[config.mk]
export PLATFORM = sky130hd
export DESIGN_NAME = operand_sequencer
export DESIGN_NICKNAME = d
export VERILOG_FILES = /design/src/rtl/operand_sequencer.sv
export SDC_FILE = /design/constraint.sdc
export NUM_CORES = 1
export LEC_CHECK = 0
export ABC_AREA = 1
export CELL_PAD_IN_SITES_DETAIL_PLACEMENT = 0
export CELL_PAD_IN_SITES_GLOBAL_PLACEMENT = 2
export CORE_ASPECT_RATIO = 0.6
export CORE_MARGIN = 1
export CORE_UTILIZATION = 30
export CTS_CLUSTER_SIZE = 30
export DETAILED_ROUTE_END_ITERATION = 12
export PLACE_DENSITY_LB_ADDON = 0.2
export REMOVE_ABC_BUFFERS = 1
export SLEW_MARGIN = 20
export SYNTH_ARGS = -nofsm -noshare
export SYNTH_HDL_FRONTEND = slang
export SYNTH_SLANG_ARGS = --single-unit
[constraint.sdc]
create_clock -name clk -period 2.9 [get_ports clk]
set_input_delay 0.58 -clock clk [delete_from_list [all_inputs] [get_ports clk]]
set_output_delay 0.58 -clock clk [all_outputs]
set_load 0.01 [all_outputs]
[src/rtl/operand_sequencer.sv]
`default_nettype none
// ============================================================================
// operand_sequencer
//   Sweeps every operand pair (i, j) in 0..LIMIT-1 into a downstream adder,
//   waits SETTLE cycles, then checks the returned sum and counts errors.
//   Revision: 1.0
// ============================================================================
module operand_sequencer #(
  parameter int WIDTH  = 4,
  parameter int LIMIT  = 10,
  parameter int SETTLE = 1
) (
  input  logic             clk,
  input  logic             rst_n,
  input  logic             start,
  input  logic [WIDTH-1:0] c,
  output logic [WIDTH-1:0] a,
  output logic [WIDTH-1:0] b,
  output logic             busy,
  output logic             mismatch,
  output logic [7:0]       err_cnt,
  output logic             done
);

  typedef enum logic [2:0] {
    S_IDLE  = 3'd0,
    S_DRIVE = 3'd1,
    S_WAIT  = 3'd2,
    S_CHECK = 3'd3,
    S_FIN   = 3'd4
  } state_t;

  // One spare bit so i can step past 2^WIDTH-1 after the final pair.
  localparam logic [WIDTH:0] LAST     = (WIDTH+1)'(LIMIT - 1);
  localparam logic [3:0]     SETTLE_C = 4'(SETTLE);

  state_t           state_q, state_d;
  logic [WIDTH:0]   i_q, i_d;
  logic [WIDTH:0]   j_q, j_d;
  logic [WIDTH-1:0] a_q, a_d;
  logic [WIDTH-1:0] b_q, b_d;
  logic [3:0]       settle_q, settle_d;
  logic [7:0]       err_q, err_d;
  logic             mismatch_q, mismatch_d;
  logic             done_q, done_d;
  logic             busy_q, busy_d;
  logic [WIDTH-1:0] sum;

  always_comb begin
    state_d    = state_q;
    i_d        = i_q;
    j_d        = j_q;
    a_d        = a_q;
    b_d        = b_q;
    settle_d   = settle_q;
    err_d      = err_q;
    mismatch_d = 1'b0;
    done_d     = 1'b0;
    sum        = a_q + b_q;

    case (state_q)
      S_IDLE: begin
        if (start) begin
          state_d = S_DRIVE;
          err_d   = 8'd0;
          i_d     = '0;
          j_d     = '0;
        end
      end
      S_DRIVE: begin
        a_d      = i_q[WIDTH-1:0];
        b_d      = j_q[WIDTH-1:0];
        settle_d = SETTLE_C;
        state_d  = S_WAIT;
      end
      S_WAIT: begin
        settle_d = settle_q - 4'd1;
        if (settle_q == 4'd1) begin
          state_d = S_CHECK;
        end
      end
      S_CHECK: begin
        if (c != sum) begin
          mismatch_d = 1'b1;
          if (err_q != 8'hFF) begin
            err_d = err_q + 8'd1;
          end
        end
        if (j_q < LAST) begin
          j_d = j_q + 1'b1;
        end else begin
          j_d = '0;
          i_d = i_q + 1'b1;
        end
        if (i_q == LAST && j_q == LAST) begin
          state_d = S_FIN;
          done_d  = 1'b1;
        end else begin
          state_d = S_DRIVE;
        end
      end
      S_FIN: begin
        state_d = S_IDLE;
      end
      default: begin
        state_d = S_IDLE;
      end
    endcase

    busy_d = (state_d != S_IDLE);
  end

  always_ff @(posedge clk) begin
    if (!rst_n) begin
      state_q    <= S_IDLE;
      i_q        <= '0;
      j_q        <= '0;
      a_q        <= '0;
      b_q        <= '0;
      settle_q   <= 4'd0;
      err_q      <= 8'd0;
      mismatch_q <= 1'b0;
      done_q     <= 1'b0;
      busy_q     <= 1'b0;
    end else begin
      state_q    <= state_d;
      i_q        <= i_d;
      j_q        <= j_d;
      a_q        <= a_d;
      b_q        <= b_d;
      settle_q   <= settle_d;
      err_q      <= err_d;
      mismatch_q <= mismatch_d;
      done_q     <= done_d;
      busy_q     <= busy_d;
    end
  end

  assign a        = a_q;
  assign b        = b_q;
  assign busy     = busy_q;
  assign mismatch = mismatch_q;
  assign err_cnt  = err_q;
  assign done     = done_q;

endmodule
`default_nettype wire

==> run_results.csv, run 1 <==
group,metric,value,unit
critical_path,worstPathArrival,2360,ps
critical_path,cp_slowest_stage_delay,480,ps
sta,whs,468,ps
place,numPortBuffers,25,
power_and_ir_drop,clockPowerShare,0.317,
synthesis,netlist_instances,276,
synthesis,synthXorXnorAreaFrac,0.0222,
layout,nets,322,
floorplan,core,6220,µm²
clock_tree,cts.sinks,36,
place,placed_area,2300,µm²
critical_path,cp-start-kind,"flop",
sta,hold_viol_final,0,
layout,num_antenna_cells,0,
layout,fin_area,2390,µm²
clock_tree,cts-root-buf,"clkbuf_8",
synthesis,synth_compound_area_frac,0.109,
power_and_ir_drop,pwr-share-comb,0.227,
sta,grt_setup_unrepaired,"false",
critical_path,worstPathCellList,"ha_1, inv_1, fa_1, xor2_1, nand2_1, nor2_1, nand3_2, nand3_4, nand2_1, nand2_1, nor2_1",
critical_path,worstPathRequired,3090,ps
synthesis,synth_fa_ha_area_frac,0.0737,
synthesis,synth-seq-cells,36,
global_route,grt_antenna_before_repair,0,
sta,setup_tns,0,ps
clock_tree,htree_levels,2,
layout,fillers,672,
floorplan,std_cell_rows,22,
synthesis,synth_top_family_by_area,"simple AND/OR/NAND/NOR gates",
synthesis,yosys.area_share.simple,0.310,
clock_tree,clock_path_buffers,2,
critical_path,crit_top_cell,"nand2_1",
floorplan,die_area,6910,µm²
synthesis,ys_warn_count,0,
worst_hold_path,hold_class,"reg -> reg",
synthesis,synth.avg_cell_area,7.14,µm²
sta,maxSlewHeadroom,0.532,
synthesis,ys_seq_area_frac,0.366,
routing,finalWirelength,4.91,mm
place,gp_congestion,0.715,
clock_tree,clk_latency,280,ps
critical_path,worst-setup-path-type,"reg -> reg",
sta,fmaxAchievable,460,MHz
layout,drive_above_1_share,0.0757,
sta,setup_viol,0,
clock_tree,cts_made_buffers,5,
power_and_ir_drop,power.switching,384,µW
global_route,track_usage,0.162,
global_route,grt_pass1_vias,1546,
critical_path,end_kind,"flop",
layout,area_delta_synth_final,21.5,%
clock_tree,cts_setup_buffers,0,
power_and_ir_drop,p_seq_frac,0.456,
synthesis,synth_cell_type_count,32,
global_route,grt_pass1_wl,8.40,mm
floorplan,die_h,64.8,µm
routing,drc_errors,0,
place,dp_slack,735,ps
power_and_ir_drop,p_per_area,522,nW/µm²
synthesis,netlist_area,1970,µm²
sta,drv_slew,0,
critical_path,worst_path_max_delay_cell,"fa_1",
layout,multi_input_area,1010,µm²
routing,wire_per_inst,12.7,µm
global_route,grt_overflow_total,0,
power_and_ir_drop,p_int,866,µW
routing,num_vias,1723,
routing,drt_iter0_markers,96,
sta,final.min_clock_period,2170,ps
sta,finalCritPeriodShare,0.750,
outcome,outcome,"complete, no violations",
sta,finalClockSkew,4.44,ps
routing,ant_nets,0,
floorplan,start_util,0.317,
power_and_ir_drop,leakage,1.02,nW
layout,seqCellArea,721,µm²
routing,viasPerCell,4.44,
sta,tightest_slew,699,ps
global_route,grt_max_degree,23,
critical_path,cp_max_fo,9,
clock_tree,cts_resized,0,
critical_path,r2r_slack,730,ps
job,cap_violations,0,
clock_tree,cts.clk_slew.worst_paths,80,ps
sta,setup_ws,726,ps
clock_tree,cts_tree,"yes",
routing,dr.pass1.iters,4,
floorplan,ioPinCount,26,
clock_tree,ctsHoldBuffers,0,
floorplan,fp.dieW,107,µm
power_and_ir_drop,sw_frac_of_total,0.307,
synthesis,muxShareOfSynthArea,0,
place,dp_hpwl,3.73,mm
power_and_ir_drop,total_power,1.25,mW
power_and_ir_drop,irDropWorstVdd,160,µV
cell usage in the layout (no fill, tap or decap), drive strengths merged:
cell            n
or2             1
clkdlybuf4s50  25
nand2          56
o211ai          1
inv            51
fa              1
a21oi          20
o21ai          16
clkbuf          7
ha             10
nor4            2
nand4          11
nand3          22
nor3            7
buf             2
nor2           28
o22ai           1
a211oi          2
dfxtp          36
xor2            4
xnor2           1
routing by layer:
| layer | vias up | GRT usage | wire length, µm | share of wire |
|---|---|---|---|---|
| met3 | 5 | 0.0392 | 230 | 0.047 |
| met1 | 739 | 0.274 | 3130 | 0.64 |
| met4 | 0 | 0.0411 | 33 | 0.0067 |
| met2 | 38 | 0.187 | 1510 | 0.31 |
| met5 | - | 0 | 0 | 0 |
| li1 | 941 | - | - | - |
synth_stat cells:
master / n / area share
nand2_1: 52 / 0.099
inv_1: 48 / 0.091
dfxtp_1: 36 / 0.37
nor2_1: 26 / 0.050
a21oi_1: 20 / 0.051
nand3_1: 20 / 0.051
o21ai_0: 16 / 0.041
nand4_1: 11 / 0.035
ha_1: 10 / 0.063
nor3_1: 6 / 0.015
xor2_1: 4 / 0.018
clkbuf_1: 3 / 0.0057
inv_2: 2 / 0.0038
nand2_2: 2 / 0.0063
nor2_2: 2 / 0.0063
nor4_1: 2 / 0.0063
a211oi_1: 1 / 0.0038
a211oi_2: 1 / 0.0063
buf_2: 1 / 0.0025
buf_6: 1 / 0.0057
buf_8: 1 / 0.0076
fa_1: 1 / 0.010
inv_4: 1 / 0.0032
nand2_4: 1 / 0.0057
nand2_8: 1 / 0.010
nand3_2: 1 / 0.0051
nand3_4: 1 / 0.0089
nor3_4: 1 / 0.0083
o211ai_1: 1 / 0.0038
o22ai_1: 1 / 0.0032
or2_2: 1 / 0.0032
xnor2_1: 1 / 0.0044
power by group through the flow:
stage	Sequential [mW]	Clock, mW	Combinational (mW)
floorplan	0.584	0	0.169
global placement	0.582	0	0.289
detailed placement	0.582	0	0.285
CTS	0.571	0.409	0.286
global route	0.577	0.439	0.329
finish	0.570	0.396	0.283
cell families (layout without fill, tap and decap cells):
kind of cell | count (synthesis) | count (layout)
buffers and inverters | 57 | 85
adders and majority gates | 11 | 11
DFF | 36 | 36
xor gates and xnor gates | 5 | 5
and+or+nand+nor | 127 | 127
AOI/OAI and AO/OA | 40 | 40
state kept, by name (all words and copies together), names as in the netlist:
signal    count
a             4
mismatch      1
busy          1
j_q           5
i_q           5
err_cnt       8
settle_q      4
state_q       3
done          1
b             4
path summary, 6_finish.rpt:
check | start | end | depth (start not counted)
worst max-delay path | a[0] | err_cnt[1] | 11
worst min-delay path | settle_q[3] | settle_q[3] | 2
worst max register to register | a[0] | err_cnt[1] | 11
worst min register to register | settle_q[3] | settle_q[3] | 2
worst max-delay path: cells and delay by family (launching register included):
| kind | cells | cell delay (ps) |
|---|---|---|
| simple gates | 7 | 840 |
| flops | 1 | 380 |
| buf+inv | 1 | 50 |
| fa+ha+maj | 2 | 660 |
| xor+xnor | 1 | 140 |
metrics by stage:
stage,util,instances
finish,0.385,388
floorplan,-,270
global placement,0.369,381
detailed placement,0.369,381
CTS,0.385,388
global route,0.385,388
layout make-up:
type                       count  area share
clock buffer                   7      0.0402
inverter                      51      0.0810
multi-input combinational    183       0.423
sequential                    36       0.301
tap                           84      0.0439
timing repair buffer          27       0.111
Note: power is estimated with default switching activity, not from simulation.
==> run 2, diff against run 1 <==
==> constraint.sdc (replaced) <==
create_clock -name clk -period 2.2 [get_ports clk]
set_input_delay 0.44 -clock clk [delete_from_list [all_inputs] [get_ports clk]]
set_output_delay 0.44 -clock clk [all_outputs]
set_load 0.01 [all_outputs]
==> run 2 against run 1 <==
Final cell count up 2.3%. Non-clock buffer count up 8. Utilization up 1.4 points. Via count up 3.8%. First-iteration DRC count down 6.3%. Clock power up 31%. Combinational power up 42%. Largest power group unchanged. Highest routed layer unchanged.
==> run_results.csv, run 2 (synthesis results as in run 1) <==
group,metric,value,unit
sta,setup_ws,161,ps
power_and_ir_drop,p_per_area,673,nW/µm²
critical_path,worst-setup-path-type,"reg -> reg",
sta,finalClockSkew,5.66,ps
floorplan,start_util,0.317,
power_and_ir_drop,irDropWorstVdd,192,µV
routing,drt_iter0_markers,90,
floorplan,std_cell_rows,22,
critical_path,worstReg2RegStart,"a[0]",
layout,area_delta_synth_final,25.8,%
floorplan,ioPinCount,26,
global_route,track_usage,0.166,
worst_hold_path,hold-path-endpoint,"settle_q[3]",
layout,nets,331,
sta,hold_viol_final,0,
sta,grt_setup_unrepaired,"false",
sta,fmaxAchievable,490,MHz
clock_tree,clock_path_buffers,2,
sta,finalCritPeriodShare,0.927,
power_and_ir_drop,leakage,1.07,nW
place,numPortBuffers,25,
layout,largest_register_ffs,8,
floorplan,fp.dieW,107,µm
routing,wire_per_inst,12.7,µm
routing,dr.pass1.iters,4,
global_route,grt_pass1_wl,8.71,mm
routing,drc_errors,0,
worst_hold_path,hold_depth,2,
floorplan,core,6220,µm²
sta,drv_slew,0,
clock_tree,cts.sinks,36,
critical_path,r2r_slack,160,ps
critical_path,worstPathArrival,2220,ps
layout,layout_commonest_cell,"nand2_1",
clock_tree,ctsHoldBuffers,0,
clock_tree,cts_tree,"yes",
sta,final.min_clock_period,2040,ps
global_route,grt_overflow_total,0,
job,cap_violations,0,
place,dp_hpwl,3.85,mm
critical_path,cp_max_fo,8,
clock_tree,clk_latency,290,ps
sta,setup_viol,0,
worst_hold_path,hold_start,"settle_q[3]",
clock_tree,cts.clk_slew.worst_paths,70,ps
place,gp_congestion,0.720,
critical_path,cp-start-kind,"flop",
routing,finalWirelength,5.05,mm
clock_tree,htree_levels,2,
routing,ant_nets,0,
layout,num_antenna_cells,0,
sta,maxSlewHeadroom,0.612,
layout,drive_above_1_share,0.105,
critical_path,worstPathRequired,2390,ps
clock_tree,cts-root-buf,"clkbuf_8",
floorplan,die_h,64.8,µm
layout,final_cell_mix,"nand2_1 (52), inv_1 (48), dfxtp_1 (36), nor2_1 (25), clkdlybuf4s50_1 (25)",
critical_path,r2r-end,"err_cnt[7]",
clock_tree,cts_made_buffers,5,
global_route,grt_antenna_before_repair,0,
routing,viasPerCell,4.50,
floorplan,die_area,6910,µm²
global_route,grt_pass1_vias,1685,
place,dp_slack,87.4,ps
sta,setup_tns,0,ps
critical_path,end_kind,"flop",
critical_path,r2r_cells,11,
global_route,grt_max_degree,23,
outcome,outcome,"complete, no violations",
routing,num_vias,1788,
worst_hold_path,hold_class,"reg -> reg",
sta,tightest_slew,578,ps
## run 2: through the flow
step                 util  total power [mW]  hold slack [ps]  instances  cell area (µm²)
finish              0.399              1.67              467        397             2480
global route        0.399              1.79              509        397             2480
global placement    0.378              1.16              452        388             2350
floorplan               -             0.993              439        270             1930
detailed placement  0.378              1.16              457        388             2350
CTS                 0.393              1.67              468        395             2450
## run 2: worst max-delay path by stage
| stage | start | to | slack (ps) |
|---|---|---|---|
| after CTS | a[0] | err_cnt[1] | 70 |
| after global placement | a[0] | err_cnt[1] | 150 |
| after detailed placement | a[0] | err_cnt[1] | 90 |
| final | a[0] | err_cnt[7] | 160 |
| after global routing | a[0] | err_cnt[4] | 10 |
| after floorplan | a[0] | err_cnt[1] | 220 |
## run 2: worst max-delay path: stages, from the launching register on
cell     delay [ps]
dfxtp_1         340
ha_1            170
inv_1            60
fa_1            490
xor2_1          140
nand2_1         100
nor2_4          150
nand3_4         140
nand3_2         200
nand2_1          70
inv_1            50
nor2_1           40
## run 2: cell type report
class	count	area, µm²
Fill cell	662	3740
Multi-Input combinational cell	184	1040
Sequential cell	36	721
Timing Repair Buffer	35	325
Inverter	51	194
Tap cell	84	105
Clock buffer	7	96.3
## run 2: what timing repair did
action,in CTS,in global routing
setup buffers,0,1
resized for setup,0,3
endpoints found under the hold margin,0,0
setup endpoints to repair,0,8
## run 2: report_power, final
part / switching, mW / leakage [nW] / internal (mW)
registers: 0.0456 / 0.294 / 0.703
clock network: 0.240 / 0.0503 / 0.279
logic: 0.229 / 0.722 / 0.172
total: 0.515 / 1.07 / 1.15
## run 2: metal layers
layer / part of all wire / up-vias / GRT usage
li1: - / 965 / -
met1: 0.63 / 786 / 0.274
met2: 0.31 / 35 / 0.198
met3: 0.053 / 2 / 0.0392
met4: 0.0049 / 0 / 0.0462
met5: 0 / - / 0
==> run 3, diff against run 2 <==
--- a/config.mk
+++ b/config.mk
@@ -13,7 +13,7 @@
 export CORE_UTILIZATION = 30
 export CTS_CLUSTER_SIZE = 30
 export DETAILED_ROUTE_END_ITERATION = 12
-export PLACE_DENSITY_LB_ADDON = 0.2
+export PLACE_DENSITY = 0.87
 export REMOVE_ABC_BUFFERS = 1
 export SLEW_MARGIN = 20
 export SYNTH_ARGS = -nofsm -noshare
==> run 3 against run 2 <==
Hold slack about the same. First-iteration DRC count is 48% higher. Utilization decreased by 0.42 points. Combinational power decreased by 1%. Final cell count fell by 0.25%. Wire length fell by 8.3%. Cell area decreased by 1.1%. Clock power shrank 16%.
==> run_results.csv, run 3 (synthesis results as in run 1) <==
group,metric,value,unit
power_and_ir_drop,leakage,1.05,nW
floorplan,ioPinCount,26,
global_route,track_usage,0.150,
sta,finalCritPeriodShare,0.925,
layout,fin_area,2450,µm²
power_and_ir_drop,irDropWorstVdd,191,µV
clock_tree,clock_path_buffers,2,
global_route,grt_max_degree,23,
place,numPortBuffers,25,
critical_path,worstReg2RegStart,"a[0]",
critical_path,cp_top_family,"adder cells",
layout,area_delta_synth_final,24.5,%
clock_tree,htree_levels,2,
critical_path,end_kind,"flop",
critical_path,worstPathCellList,"ha_1, inv_1, fa_1, xor2_1, nand2_1, nor2_4, nand3_4, buf_4, nand4_1, nand2_1, nor2_1",
floorplan,core,6220,µm²
routing,dr.pass1.iters,4,
routing,drc_errors,0,
clock_tree,cts_made_buffers,5,
critical_path,worst_path_max_delay_cell,"fa_1",
floorplan,start_util,0.317,
routing,wl_met2,1.57,mm
routing,wire_per_inst,11.7,µm
critical_path,crit_top_cell,"nand2_1",
routing,viasPerCell,4.51,
critical_path,worstPathRequired,2420,ps
clock_tree,cts_tree,"yes",
global_route,grt_pass1_wl,7.98,mm
critical_path,r2r_slack,160,ps
clock_tree,clk_latency,290,ps
global_route,grt_overflow_total,0,
routing,drt_iter0_markers,133,
place,dp_slack,108,ps
critical_path,cp_slowest_stage_delay,500,ps
critical_path,worst-setup-path-type,"reg -> reg",
sta,finalClockSkew,7.70,ps
critical_path,r2r-end,"err_cnt[7]",
routing,drt-met1-wl,2.75,mm
layout,largest_register_ffs,8,
power_and_ir_drop,p_per_area,644,nW/µm²
critical_path,cp-start-kind,"flop",
job,cap_violations,0,
routing,finalWirelength,4.64,mm
place,dp_hpwl,3.41,mm
clock_tree,ctsHoldBuffers,0,
global_route,grt_pass1_vias,1631,
critical_path,cp_num_buf_inv,2,
layout,drive_above_1_share,0.0994,
outcome,outcome,"complete, no violations",
layout,final_cell_mix,"nand2_1 (52), inv_1 (48), dfxtp_1 (36), nor2_1 (25), clkdlybuf4s50_1 (25)",
worst_hold_path,hold_class,"reg -> reg",
layout,nets,330,
layout,layout_commonest_cell,"nand2_1",
global_route,grt_antenna_before_repair,0,
worst_hold_path,hold-path-endpoint,"j_q[4]",
sta,fmaxAchievable,491,MHz
sta,maxSlewHeadroom,0.619,
routing,wl_met3,264,µm
routing,num_vias,1787,
layout,num_antenna_cells,0,
clock_tree,cts.clk_slew.worst_paths,70,ps
clock_tree,cts-root-buf,"clkbuf_8",
power_and_ir_drop,total_power,1.58,mW
floorplan,fp.dieW,107,µm
sta,setup_tns,0,ps
sta,grt_setup_unrepaired,"false",
floorplan,die_h,64.8,µm
sta,hold_viol_final,0,
place,gp_congestion,0.726,
sta,drv_slew,0,
worst_hold_path,hold_start,"j_q[4]",
sta,setup_viol,0,
sta,whs,468,ps
sta,setup_ws,165,ps
routing,ant_nets,0,
place,placed_area,2340,µm²
critical_path,cp_max_fo,8,
clock_tree,cts.sinks,36,
sta,final.min_clock_period,2040,ps
routing,top_layer,"met4",
critical_path,r2r_cells,11,
floorplan,std_cell_rows,22,
sta,tightest_slew,567,ps
floorplan,die_area,6910,µm²
critical_path,worstPathArrival,2260,ps
worst_hold_path,hold_depth,2,
run 3: worst max-delay path by stage:
stage / startpoint / endpoint / slack (ps) / cells past startpoint
floorplan: a[0] / err_cnt[1] / 220 / 11
global placement: a[0] / err_cnt[1] / 180 / 11
detailed placement: a[0] / err_cnt[1] / 110 / 11
CTS: a[0] / err_cnt[1] / 90 / 11
global route: a[0] / err_cnt[3] / 20 / 11
finish: a[0] / err_cnt[7] / 160 / 11
run 3: worst reg2reg max path: stages, from the launching register on:
cell	delay [ps]
dfxtp_1	340
ha_1	170
inv_1	50
fa_1	500
xor2_1	140
nand2_1	100
nor2_4	150
nand3_4	140
buf_4	180
nand4_1	60
nand2_1	60
nor2_1	80
run 3: through the flow:
step	std cells	utilization
2_1_floorplan	270	-
3_3_place_gp	386	0.376
3_5_place_dp	386	0.376
4_1_cts	393	0.388
5_1_grt	396	0.394
6_report	396	0.394
run 3: cell type report:
cell class	instances	area, µm²
fillers	685	3770
multi-input cells	184	1040
flip-flops and latches	36	721
repair buffers	34	318
inverters	51	194
well taps	84	105
clock buffers	6	72.6
clock inverters	1	5.00
run 3: power breakdown:
part           switching [mW]  total [mW]  internal (mW)
Sequential             0.0431       0.747          0.703
Combinational           0.226       0.398          0.172
Clock                   0.220       0.435          0.215
Total                   0.489        1.58           1.09
run 3: timing repair:
item                                    CTS  global route
hold endpoints to repair                  0             0
gates resized for setup                   0             3
buffers inserted                          0             2
endpoints found under the setup margin    0             8
run 3: layer usage:
layer / GRT usage / vias to the layer above
met5: 0 / -
met3: 0.0342 / 8
met1: 0.234 / 778
met4: 0.0514 / 0
li1: - / 963
met2: 0.194 / 38
